**src/rtl/param_reg_bank_pkg.sv**
```systemverilog
// Shared definitions for the parametrised register bank.
//   REG_WIDTH   : default register width in bits
//   RB_LOCK_BIT : bit position of the lock flag inside the LOCK word
//   rb_state_e  : request/response FSM states
//   idx_width   : index width for a given register count (at least 1 bit)
package param_reg_bank_pkg;

  localparam int unsigned REG_WIDTH   = 32;
  localparam int unsigned RB_LOCK_BIT = 0;

  typedef enum logic [0:0] {
    RB_IDLE,
    RB_RESP
  } rb_state_e;

  function automatic int unsigned idx_width(input int unsigned n);
    return (n > 1) ? $clog2(n) : 1;
  endfunction

endpackage

```
**src/rtl/param_reg_bank_if.sv**
```systemverilog
// Request/response bus of the register bank.
//   master : drives req_valid/req_write/req_addr/req_wdata/req_wstrb and rsp_ready
//   slave  : drives req_ready and rsp_valid/rsp_rdata/rsp_err
// A request transfers on req_valid & req_ready; a response on rsp_valid & rsp_ready.
interface param_reg_bank_if #(
  parameter int unsigned DATA_W = 32,
  parameter int unsigned ADDR_W = 32
) ();

  logic                  req_valid;
  logic                  req_ready;
  logic                  req_write;
  logic [ADDR_W-1:0]     req_addr;
  logic [DATA_W-1:0]     req_wdata;
  logic [DATA_W/8-1:0]   req_wstrb;
  logic                  rsp_valid;
  logic                  rsp_ready;
  logic [DATA_W-1:0]     rsp_rdata;
  logic                  rsp_err;

  modport master (
    output req_valid, req_write, req_addr, req_wdata, req_wstrb, rsp_ready,
    input  req_ready, rsp_valid, rsp_rdata, rsp_err
  );

  modport slave (
    input  req_valid, req_write, req_addr, req_wdata, req_wstrb, rsp_ready,
    output req_ready, rsp_valid, rsp_rdata, rsp_err
  );

endinterface

```
**src/rtl/param_reg_bank_slot.sv**
```systemverilog
// One register of the bank: byte-strobed bus write merged with a full-word hardware write.
//   clk, rst_n   : clock, asynchronous active-low reset (register clears to 0)
//   bus_we_i     : bus write enable for this slot (already decoded and error-free)
//   bus_wstrb_i  : bus byte enables
//   bus_wdata_i  : bus write data
//   hw_we_i      : hardware write enable for this slot
//   hw_wdata_i   : hardware write data
//   q_o          : current register value
module param_reg_bank_slot #(
  parameter int unsigned DATA_W = 32
) (
  input  logic                clk,
  input  logic                rst_n,
  input  logic                bus_we_i,
  input  logic [DATA_W/8-1:0] bus_wstrb_i,
  input  logic [DATA_W-1:0]   bus_wdata_i,
  input  logic                hw_we_i,
  input  logic [DATA_W-1:0]   hw_wdata_i,
  output logic [DATA_W-1:0]   q_o
);

  logic [DATA_W-1:0] q_d, q_q;

  // Bus-strobed bytes win over the hardware word; unstrobed bytes take hw data if present.
  always_comb begin
    q_d = q_q;
    for (int unsigned b = 0; b < DATA_W / 8; b++) begin
      if (bus_we_i && bus_wstrb_i[b]) begin
        q_d[b*8 +: 8] = bus_wdata_i[b*8 +: 8];
      end else if (hw_we_i) begin
        q_d[b*8 +: 8] = hw_wdata_i[b*8 +: 8];
      end
    end
  end

  always_ff @(posedge clk or negedge rst_n) begin
    if (!rst_n) begin
      q_q <= '0;
    end else begin
      q_q <= q_d;
    end
  end

  assign q_o = q_q;

endmodule

```
**src/rtl/param_reg_bank.sv**
```systemverilog
// Parametrised register bank with a single-outstanding valid/ready request/response bus.
//   clk, rst_n : clock, asynchronous active-low reset
//   bus        : request/response bus (slave side)
//   hw_we      : hardware write strobe, full word into register hw_idx
//   hw_idx     : hardware write target; out-of-range indices are ignored
//   hw_wdata   : hardware write data
//   regs_q     : flattened register contents, register i at [i*DATA_W +: DATA_W]
// Optional feature macro: REG_LOCK_EN adds a sticky LOCK word at byte address NUM_REGS*4 that,
// once set by the bus, rejects bus writes to all registers until reset.
module param_reg_bank
  import param_reg_bank_pkg::*;
#(
  parameter int unsigned          NUM_REGS = 7,
  parameter int unsigned          DATA_W   = REG_WIDTH,
  parameter int unsigned          ADDR_W   = 32,
  parameter logic [NUM_REGS-1:0]  RO_MASK  = '0,
  localparam int unsigned         IdxW     = idx_width(NUM_REGS)
) (
  input  logic                         clk,
  input  logic                         rst_n,
  param_reg_bank_if.slave              bus,
  input  logic                         hw_we,
  input  logic [IdxW-1:0]              hw_idx,
  input  logic [DATA_W-1:0]            hw_wdata,
  output logic [NUM_REGS*DATA_W-1:0]   regs_q
);

  if (ADDR_W < IdxW + 2) begin : g_bad_addr_w
    $error("param_reg_bank: ADDR_W too small to address NUM_REGS words");
  end
  if (DATA_W % 8 != 0) begin : g_bad_data_w
    $error("param_reg_bank: DATA_W must be a multiple of 8");
  end

  rb_state_e state_d, state_q;
  logic [DATA_W-1:0] rsp_rdata_q;
  logic              rsp_err_q;
  logic [DATA_W-1:0] reg_words [NUM_REGS];

  // Address decode
  logic [ADDR_W-1:0] word_idx;
  logic              aligned, in_range;
  logic [IdxW-1:0]   slot_idx;
  logic              accept, locked;
  logic              dec_err, dec_wr_ok;
  logic [DATA_W-1:0] dec_rdata;

  assign word_idx = bus.req_addr >> 2;
  assign aligned  = (bus.req_addr[1:0] == 2'b00);
  assign in_range = (word_idx < ADDR_W'(NUM_REGS));
  assign slot_idx = word_idx[IdxW-1:0];
  assign accept   = bus.req_valid && (state_q == RB_IDLE);

`ifdef REG_LOCK_EN
  logic lock_q, lock_set, lock_hit;

  assign lock_hit = aligned && (word_idx == ADDR_W'(NUM_REGS));
  assign locked   = lock_q;

  always_ff @(posedge clk or negedge rst_n) begin
    if (!rst_n) begin
      lock_q <= 1'b0;
    end else if (lock_set) begin
      lock_q <= 1'b1;
    end
  end
`else
  assign locked = 1'b0;
`endif

  always_comb begin
    dec_err   = 1'b1;
    dec_wr_ok = 1'b0;
    dec_rdata = '0;
`ifdef REG_LOCK_EN
    lock_set  = 1'b0;
`endif
    if (aligned && in_range) begin
      if (bus.req_write) begin
        dec_err   = RO_MASK[slot_idx] || locked;
        dec_wr_ok = !dec_err;
      end else begin
        dec_err   = 1'b0;
        dec_rdata = reg_words[slot_idx];
      end
`ifdef REG_LOCK_EN
    end else if (lock_hit) begin
      dec_err = 1'b0;
      if (bus.req_write) begin
        // Only an accepted write may set the lock; setting it again is harmless.
        lock_set = accept && bus.req_wstrb[RB_LOCK_BIT / 8] && bus.req_wdata[RB_LOCK_BIT];
      end else begin
        dec_rdata[RB_LOCK_BIT] = lock_q;
      end
`endif
    end
  end

  // Request/response FSM
  always_comb begin
    state_d = state_q;
    unique case (state_q)
      RB_IDLE: if (bus.req_valid) state_d = RB_RESP;
      RB_RESP: if (bus.rsp_ready) state_d = RB_IDLE;
      default: state_d = RB_IDLE;
    endcase
  end

  // Response is captured at the accept edge, so reads see the value before any
  // same-edge hardware write.
  always_ff @(posedge clk or negedge rst_n) begin
    if (!rst_n) begin
      state_q     <= RB_IDLE;
      rsp_rdata_q <= '0;
      rsp_err_q   <= 1'b0;
    end else begin
      state_q <= state_d;
      if (accept) begin
        rsp_rdata_q <= dec_rdata;
        rsp_err_q   <= dec_err;
      end
    end
  end

  assign bus.req_ready = (state_q == RB_IDLE);
  assign bus.rsp_valid = (state_q == RB_RESP);
  assign bus.rsp_rdata = rsp_rdata_q;
  assign bus.rsp_err   = rsp_err_q;

  // Register slots
  for (genvar i = 0; i < NUM_REGS; i++) begin : g_slot
    logic slot_bus_we, slot_hw_we;

    assign slot_bus_we = accept && bus.req_write && dec_wr_ok && (slot_idx == IdxW'(i));
    assign slot_hw_we  = hw_we && (hw_idx == IdxW'(i));

    param_reg_bank_slot #(
      .DATA_W (DATA_W)
    ) u_slot (
      .clk         (clk),
      .rst_n       (rst_n),
      .bus_we_i    (slot_bus_we),
      .bus_wstrb_i (bus.req_wstrb),
      .bus_wdata_i (bus.req_wdata),
      .hw_we_i     (slot_hw_we),
      .hw_wdata_i  (hw_wdata),
      .q_o         (reg_words[i])
    );

    assign regs_q[i*DATA_W +: DATA_W] = reg_words[i];
  end

endmodule
```
**src/flat_wrapper.sv**
```systemverilog
// flat-port wrapper written by rule: the top's interface ports become plain ports
module param_reg_bank_flat import param_reg_bank_pkg::*;
#(
  parameter int unsigned          NUM_REGS = 7,
  parameter int unsigned          DATA_W   = REG_WIDTH,
  parameter int unsigned          ADDR_W   = 32,
  parameter logic [NUM_REGS-1:0]  RO_MASK  = '0,
  localparam int unsigned         IdxW     = idx_width(NUM_REGS)
)
  (clk, rst_n, hw_we, hw_idx, hw_wdata, regs_q, bus_req_valid, bus_req_write, bus_req_addr, bus_req_wdata, bus_req_wstrb, bus_rsp_ready, bus_req_ready, bus_rsp_valid, bus_rsp_rdata, bus_rsp_err);
  param_reg_bank_if #(.DATA_W(DATA_W), .ADDR_W(ADDR_W)) bus_i ();
  input  logic clk;
  input  logic rst_n;
  input  logic hw_we;
  input  logic [IdxW-1:0] hw_idx;
  input  logic [DATA_W-1:0] hw_wdata;
  output logic [NUM_REGS*DATA_W-1:0] regs_q;
  input wire logic [$bits(bus_i.req_valid)-1:0] bus_req_valid;
  input wire logic [$bits(bus_i.req_write)-1:0] bus_req_write;
  input wire logic [$bits(bus_i.req_addr)-1:0] bus_req_addr;
  input wire logic [$bits(bus_i.req_wdata)-1:0] bus_req_wdata;
  input wire logic [$bits(bus_i.req_wstrb)-1:0] bus_req_wstrb;
  input wire logic [$bits(bus_i.rsp_ready)-1:0] bus_rsp_ready;
  output wire logic [$bits(bus_i.req_ready)-1:0] bus_req_ready;
  output wire logic [$bits(bus_i.rsp_valid)-1:0] bus_rsp_valid;
  output wire logic [$bits(bus_i.rsp_rdata)-1:0] bus_rsp_rdata;
  output wire logic [$bits(bus_i.rsp_err)-1:0] bus_rsp_err;
  assign bus_i.req_valid = bus_req_valid;
  assign bus_i.req_write = bus_req_write;
  assign bus_i.req_addr = bus_req_addr;
  assign bus_i.req_wdata = bus_req_wdata;
  assign bus_i.req_wstrb = bus_req_wstrb;
  assign bus_i.rsp_ready = bus_rsp_ready;
  assign bus_req_ready = bus_i.req_ready;
  assign bus_rsp_valid = bus_i.rsp_valid;
  assign bus_rsp_rdata = bus_i.rsp_rdata;
  assign bus_rsp_err = bus_i.rsp_err;
  param_reg_bank #(.NUM_REGS(NUM_REGS), .DATA_W(DATA_W), .ADDR_W(ADDR_W), .RO_MASK(RO_MASK)) u_core (.clk(clk), .rst_n(rst_n), .bus(bus_i), .hw_we(hw_we), .hw_idx(hw_idx), .hw_wdata(hw_wdata), .regs_q(regs_q));
endmodule
```
**config.mk**
```make
export PLATFORM = sky130hd
export DESIGN_NAME = param_reg_bank_flat
export DESIGN_NICKNAME = d
export VERILOG_FILES = /design/src/rtl/param_reg_bank_pkg.sv /design/src/rtl/param_reg_bank_if.sv /design/src/rtl/param_reg_bank_slot.sv /design/src/rtl/param_reg_bank.sv /design/src/flat_wrapper.sv
export SDC_FILE = /design/constraint.sdc
export NUM_CORES = 1
export LEC_CHECK = 0
export CAP_MARGIN = 0
export CORE_ASPECT_RATIO = 0.75
export CORE_UTILIZATION = 30
export DETAILED_ROUTE_END_ITERATION = 8
export SLEW_MARGIN = 20
export SYNTH_ARGS = -nofsm -noshare
export SYNTH_HDL_FRONTEND = slang
export SYNTH_SLANG_ARGS = --single-unit
```
**constraint.sdc**
```tcl
create_clock -name clk -period 2 [get_ports clk]
set_clock_uncertainty 0.05 [all_clocks]
set_input_delay 0.4 -clock clk [delete_from_list [all_inputs] [get_ports clk]]
set_output_delay 0.4 -clock clk [all_outputs]
set_load 0.03 [all_outputs]
```
# Word-level counts from Yosys, hierarchy flattened
# Memories as Yosys holds them, arrays and structs flattened.
# Index checks and enable logic that the tools add are counted.
[op_classes] n_lt_le_gt_ge=3 n_eq_ne=12 mux=69 n_bitwise=2 reduce_logical=78
[ops] operator="2-to-1 mux 8 bit" n=56
[ops] operator="2-to-1 mux 32 bit" n=4
[ops] operator="binary-select mux 32 bit (select 3 bit)" n=1
[ops] operator="nonzero test 2 bit" n=28
[ops] operator="logical AND 1 bit" n=46
[ops] operator="< comparator 30 x 3 -> 1 bit (second input constant)" n=1
[ops] operator="== test 3 bit (second input constant)" n=6
[ops] operator="== test 3 x 2 -> 1 bit (second input constant)" n=4
[ops] operator="2-to-1 mux 1 bit" n=7
[ops] operator="== test 3 x 1 -> 1 bit (second input constant)" n=2
[ops] operator="zero test 3 bit" n=2
[ops] operator="greater-or-equal comparator 4 bit (second input constant)" n=1
[ops] operator="< comparator 3 x 4 -> 1 bit (second input constant)" n=1
[ops] operator="inverter 3 -> 4 bit" n=1
[ops] operator="zero test 2 bit" n=1
[ops] operator="one-hot mux 1 bit (2 select lines)" n=1
[ops] operator="zero test 1 bit" n=1
[ops] operator="inverter 1 bit" n=1
[word_totals] regBits=258 mem_bits_ro=8 input_bits=109 output_inout_bits=259 word_cells=196 n_memories=1
[mem_list] memory="(name not given)" depth=8 word_bits=1 rd=1 rd_clocked_by_memory_dff=0 wr=0 line="param_reg_bank.sv:80" rtl="dec_err = RO_MASK[slot_idx] || locked;"

# Longest topological paths before layout
[depth] depth_word=9 mapped_depth=7 ltp_nobuf=4

# By module
# From an unflattened synthesis, not the netlist that was laid out.
[hier_totals] hier_cells=1336 area_unflattened_um2=14792.9
[modules_own_cells] module="param_reg_bank_slot" n_inst=7 cells_per_inst=148 area_each_um2=1655.3 seq_area_each_um2=800.8
[modules_own_cells] module="param_reg_bank" n_inst=1 cells_per_inst=300 area_each_um2=3205.6 seq_area_each_um2=850.8

# Least setup slack after synthesis
# OpenSTA, ideal clock, no wires.
[synth_timing] path_kind="reg2reg" from="register u_core.state_q (netlist: u_core.bus.rsp_valid)" to="register u_core.g_slot[1].u_slot.q_q[16]" setup_time_ns=0.128 arrival_time_ns=2.114 required_ns=1.822 setup_slack_ns=-0.291 path_stages_with_launch=7 n_path_buf=2 synth_period_minus_slack_ns=2.291 path_cell_list="dfrtp_1 -> or4b_1 -> nor4b_2 -> buf_4 -> buf_12 -> nand4_4 -> mux2_1"
[synth_between] elab_chain_cells=7 elab_cells_between_ends=8 classes_between="1 x mux; 1 x bitwise; 6 x reduce/logical"
[synth_lines] item="start: declaration" line="param_reg_bank.sv:35" rtl="rb_state_e state_d, state_q;"
[synth_lines] item="start signal: assignment" line="param_reg_bank.sv:117" rtl="state_q <= state_d;"
[synth_lines] item="inverter 1 bit *" line="param_reg_bank.sv:52" rtl="assign accept = bus.req_valid && (state_q == RB_IDLE);"
[synth_lines] item="logical AND 1 bit *" line="param_reg_bank.sv:52"
[synth_lines] item="logical AND 1 bit * (3 in series)" line="param_reg_bank.sv:134" rtl="assign slot_bus_we = accept && bus.req_write && dec_wr_ok && (slot_idx == IdxW'(i));"
[synth_lines] item="logical AND 1 bit *" line="param_reg_bank_slot.sv:28" rtl="if (bus_we_i && bus_wstrb_i[b]) begin"
[synth_lines] item="2-to-1 mux 8 bit / nonzero test 2 bit (equally long branches)"
[synth_lines] item="end signal: assignment" line="param_reg_bank_slot.sv:40" rtl="q_q <= q_d;"
[synth_lines] item="end: declaration" line="param_reg_bank_slot.sv:22" rtl="logic [DATA_W-1:0] q_d, q_q;"
# Mark *: on every way between the ends. The rest lies on a longest branch, timed or not.
# A chain may end at the register's enable or synchronous reset.

# Worst setup path in the final report
[layout_timing] from="input bus_req_addr[12]" to="register u_core.g_slot[4].u_slot.q_q[11]"
[layout_between] elab_chain_cells=7 elab_cells_between_ends=8 classes_between="1 x order compare; 2 x mux; 5 x reduce/logical"
[layout_lines] item="start: declaration" line="flat_wrapper.sv:20" rtl="input wire logic [$bits(bus_i.req_addr)-1:0] bus_req_addr;"
[layout_lines] item="< comparator 30 x 3 -> 1 bit *" line="param_reg_bank.sv:50" rtl="assign in_range = (word_idx < ADDR_W'(NUM_REGS));"
[layout_lines] item="logical AND 1 bit *" line="param_reg_bank.sv:78" rtl="if (aligned && in_range) begin"
[layout_lines] item="2-to-1 mux 1 bit *" line="param_reg_bank.sv:78"
[layout_lines] item="logical AND 1 bit * (2 in series)" line="param_reg_bank.sv:134"
[layout_lines] item="logical AND 1 bit *" line="param_reg_bank_slot.sv:28"
[layout_lines] item="2-to-1 mux 8 bit / nonzero test 2 bit (equally long branches)"
[layout_lines] item="end signal: assignment" line="param_reg_bank_slot.sv:40"
[layout_lines] item="end: declaration" line="param_reg_bank_slot.sv:22"
# Marks and branches as above.

==> reports/metrics.csv <==
stage,metric,value,unit
placement,DPL Wire Length,36.05,mm
global_route,GR Util All Layers,0.2157,
job,Max Cap Viol,0,
hold_path,worst hold path type,input port to async pin,
global_route,first-pass GRT wire length,79.27,mm
layout,share of cells above drive strength 1,0.4711,
pwr,PwrDens,940.6,nW/um2
global_route,initial antenna violation count,3,
layout,multi-input logic area,8075,um2
routing,Via density,5.155,
floorplan,Die Wd,255.8,um
run_status,status,finished with violations,
timing,slew margin rel.,0.6888,
timing,Final Max Slew Viols,0,
timing,Tcrit/Tclk final,1.176,
cts,CTS sink cnt,258,
pwr,Clock power frac,0.289,
setup_path,Worst Setup SP,bus_req_addr[12],
setup_path,CP max FO,8,
setup_path,R2R Path End,u_core.g_slot[4].u_slot.q_o[11],
setup_path,Crit Path Class,input port to flop,
floorplan,IO Count,368,
setup_path,critical path arrival,2.75,ns
placement,Placed Cells incl. Taps,2072,
logic_synthesis,syn_nets,1153,
layout,FILL cells,4443,
global_route,largest net degree at the start of global routing,56,
timing,Max Fclk,425.0,MHz
layout,Register Area,6457,um2
routing,DRC violations left,0,
timing,Hold Slack,0.2990,ns
timing,Final setup violation count,256,
cts,H-tree levels,1,
run_status,failing checks,setup timing,
global_route,GRT overflow,0,
pwr,NetSw,7.047,mW
logic_synthesis,Synth Register Bits,258,
routing,DR pass1 iterations,4,
cts,worst skew pair latency,0.57,ns
logic_synthesis,area of the mapped netlist,14490,um2
setup_path,worst r2r src,u_core.bus.rsp_valid,
setup_path,Worst Path Required,2.40,ns
pwr,peak supply drop,575.0,uV
floorplan,Die ar.,49180,um2
timing,unrepaired setup endpoints after global routing,yes,
routing,Detail Route Antenna Nets,0,
logic_synthesis,Post-Syn Instances,1044,
pwr,Net Sw Frac,0.3536,
cts,CTS buffer count,30,
logic_synthesis,sequential share of the synthesized area,0.4456,
pwr,sequential power share,0.362,
setup_path,Startpoint Class,input port,
placement,routability cong.,0.8111,
routing,Routed WL per cell,24.95,um
setup_path,Crit. End Element,flop,
placement,I/O Buffers,367,
cts,CTS tree,yes,
routing,Post-Route WL,53.55,mm
setup_path,worst setup path end,u_core.g_slot[4].u_slot.q_o[11],
setup_path,flop2flop setup slack,-0.35,ns
timing,setup slack after layout,-0.3529,ns
pwr,internal power,12.88,mW
logic_synthesis,synth unique cells,36,
floorplan,core region area,47480,um2
timing,Final Hold Viols,0,
layout,# nets final,1591,
routing,Iter 0 DRT Violations,565,
pwr,combinational power share,0.350,
logic_synthesis,Ys Warns,0,
cts,Clock Path Buffers,3,
layout,synthesis-to-finish area growth,46.24,%
global_route,vias in the first global route,11852,
pwr,Static Leak,9.810,nW
timing,Tightest Pin Transition,0.4669,ns
cts,Root Driver,clkbuf_16,
cts,clk slew on worst S/H paths,0.06,ns
logic_synthesis,Synth Area per Inst,13.88,um2
floorplan,Starting Density,0.3051,
floorplan,Cell Rows,69,
layout,Final Non-Filler Cells,2146,
timing,fin crit period,2.353,ns
setup_path,Worst R2R Path Depth,9,
floorplan,Chip Height,192.3,um
routing,DR vias,11063,
## worst min-delay path by stage
stage	end	start	slack (ns)	cells past startpoint
2_1_floorplan	u_core.bus.rsp_err	rst_n	0.05	0
3_3_place_gp	u_core.g_slot[6].u_slot.q_o[20]	rst_n	0.31	1
3_5_place_dp	u_core.g_slot[6].u_slot.q_o[20]	rst_n	0.31	1
4_1_cts	u_core.g_slot[6].u_slot.q_o[20]	rst_n	0.30	2
5_1_grt	u_core.g_slot[4].u_slot.q_o[20]	rst_n	0.32	2
6_report	u_core.g_slot[6].u_slot.q_o[20]	rst_n	0.30	2
## sequential cells by signal, indices dropped and copies added (netlist names)
signal / count
u_core.bus.rsp_rdata: 32
u_core.g_slot.u_slot.q_o: 224
u_core.bus.rsp_valid: 1
u_core.bus.rsp_err: 1
## per-layer routing
metal,share of wire,global-route usage,vias up
met1,0.45,0.2936,5746
met3,0.059,0.04518,73
li1,-,-,4881
met4,0.023,0.05274,2
met5,0.00024,0,-
met2,0.46,0.3504,361
## critical path, cell delays in order
cell             delay (ns)
clkdlybuf4s50_1        0.45
or4_4                  0.56
buf_4                  0.16
nor3_4                 0.21
buf_12                 0.15
buf_12                 0.10
buf_16                 0.13
nand4_2                0.13
buf_12                 0.19
mux2_2                 0.27
## power by group through the flow
| stage | Combinational (mW) | Sequential (mW) | Clock, mW |
|---|---|---|---|
| detailed placement | 7.52 | 7.33 | 0 |
| finish | 6.97 | 7.21 | 5.75 |
| floorplan | 2.43 | 8.98 | 0 |
| global route | 7.39 | 7.34 | 6.08 |
| CTS | 6.91 | 7.21 | 5.89 |
| global placement | 7.43 | 7.31 | 0 |
## cell usage in the layout (no fill, tap or decap), types with 2 or more instances in the layout
cell type,synthesis,final
inv_1,2,2
nand4_2,17,14
or4_4,2,2
and3b_1,4,4
clkbuf_16,0,32
and2_1,4,4
nor4_1,4,4
mux4_2,32,32
and3_1,12,12
diode_2,0,2
clkdlybuf4s50_1,0,104
mux2_2,414,413
buf_12,1,42
nand2_1,34,33
o2bb2ai_1,32,32
nand4_1,3,3
o21ai_2,0,31
dlygate4sd2_1,0,258
clkinv_2,0,5
buf_4,3,45
nand4b_1,3,3
inv_6,0,2
buf_16,0,4
mux2i_1,64,64
mux2_4,0,35
nand4_4,9,12
dfrtp_1,258,257
nor3_2,1,3
clkbuf_1,34,7
buf_8,0,2
bufinv_16,0,3
clkbuf_8,0,6
buf_6,0,14
## metrics by stage
stage,instance area [um2],total power [mW],TNS (ns),utilization,worst slack [ns]
floorplan,14510,11.41,-33.87,-,-0.2471
global placement,19840,14.73,-234.05,0.4179,-0.9545
detailed placement,19840,14.85,-233.98,0.4179,-0.9551
CTS,21040,20.01,-82.54,0.4431,-0.3926
global route,21180,20.82,-86.61,0.4461,-0.3967
finish,21190,19.93,-70.78,0.4462,-0.3529
## repair_timing
action | 4_1_cts | 5_1_grt
endpoints found under the setup margin | 515 | 258
gates cloned | 6 | 1
setup buffers | 10 | 2
resized for setup | 351 | 43
pin swaps | 18 | 8
hold endpoints to repair | 37 | 0
hold buffers | 1 | 0
## cells in the mapped netlist
cell type | n | area, um2
clkbuf_1 | 34 | 127.6
nand2_1 | 34 | 127.6
mux2_2 | 414 | 4662
and3_1 | 12 | 75.07
o2bb2ai_1 | 32 | 280.3
buf_4 | 3 | 22.52
mux4_2 | 32 | 720.7
buf_12 | 1 | 20.02
nor2b_1 | 2 | 12.51
dfrtp_1 | 258 | 6456
nand4b_1 | 3 | 26.28
or4_4 | 2 | 22.52
nor2_2 | 1 | 6.260
nand4_1 | 3 | 18.77
nor4b_2 | 1 | 15.01
and4_1 | 1 | 8.760
and3b_1 | 4 | 35.03
nor3_2 | 1 | 10.01
nand4_4 | 9 | 191.4
buf_2 | 7 | 35.03
nor3b_1 | 2 | 15.01
buf_1 | 21 | 78.83
a31oi_1 | 1 | 6.260
nand4_2 | 17 | 212.7
mux2i_1 | 64 | 640.6
or4b_1 | 1 | 10.01
mux2_1 | 34 | 382.9
nor3_1 | 3 | 15.01
and4b_1 | 1 | 10.01
nand3_1 | 1 | 5.000
nor4_1 | 4 | 25.02
inv_1 | 2 | 7.510
a32oi_1 | 1 | 8.760
o21ai_0 | 33 | 165.2
and2_1 | 4 | 25.02
nand2b_1 | 1 | 6.260
## cell families (layout without fill, tap and decap cells)
family,count (synthesis),in the layout,synth area share
simple gates,107,107,0.06028
flops,258,258,0.4456
other cells,0,2,0
mux,544,544,0.4422
buf+inv,68,529,0.02012
compound gates,67,67,0.03178
## cell type report
cell class,count,area share
clock inverters,11,0.006614
well taps,639,0.03774
inverters,2,0.0003543
clock buffers,44,0.04175
multi-input cells,718,0.3811
repair buffers,472,0.2274
diodes,2,0.0002362
flip-flops and latches,258,0.3048
No activity file was read; power rests on OpenSTA's default activity.
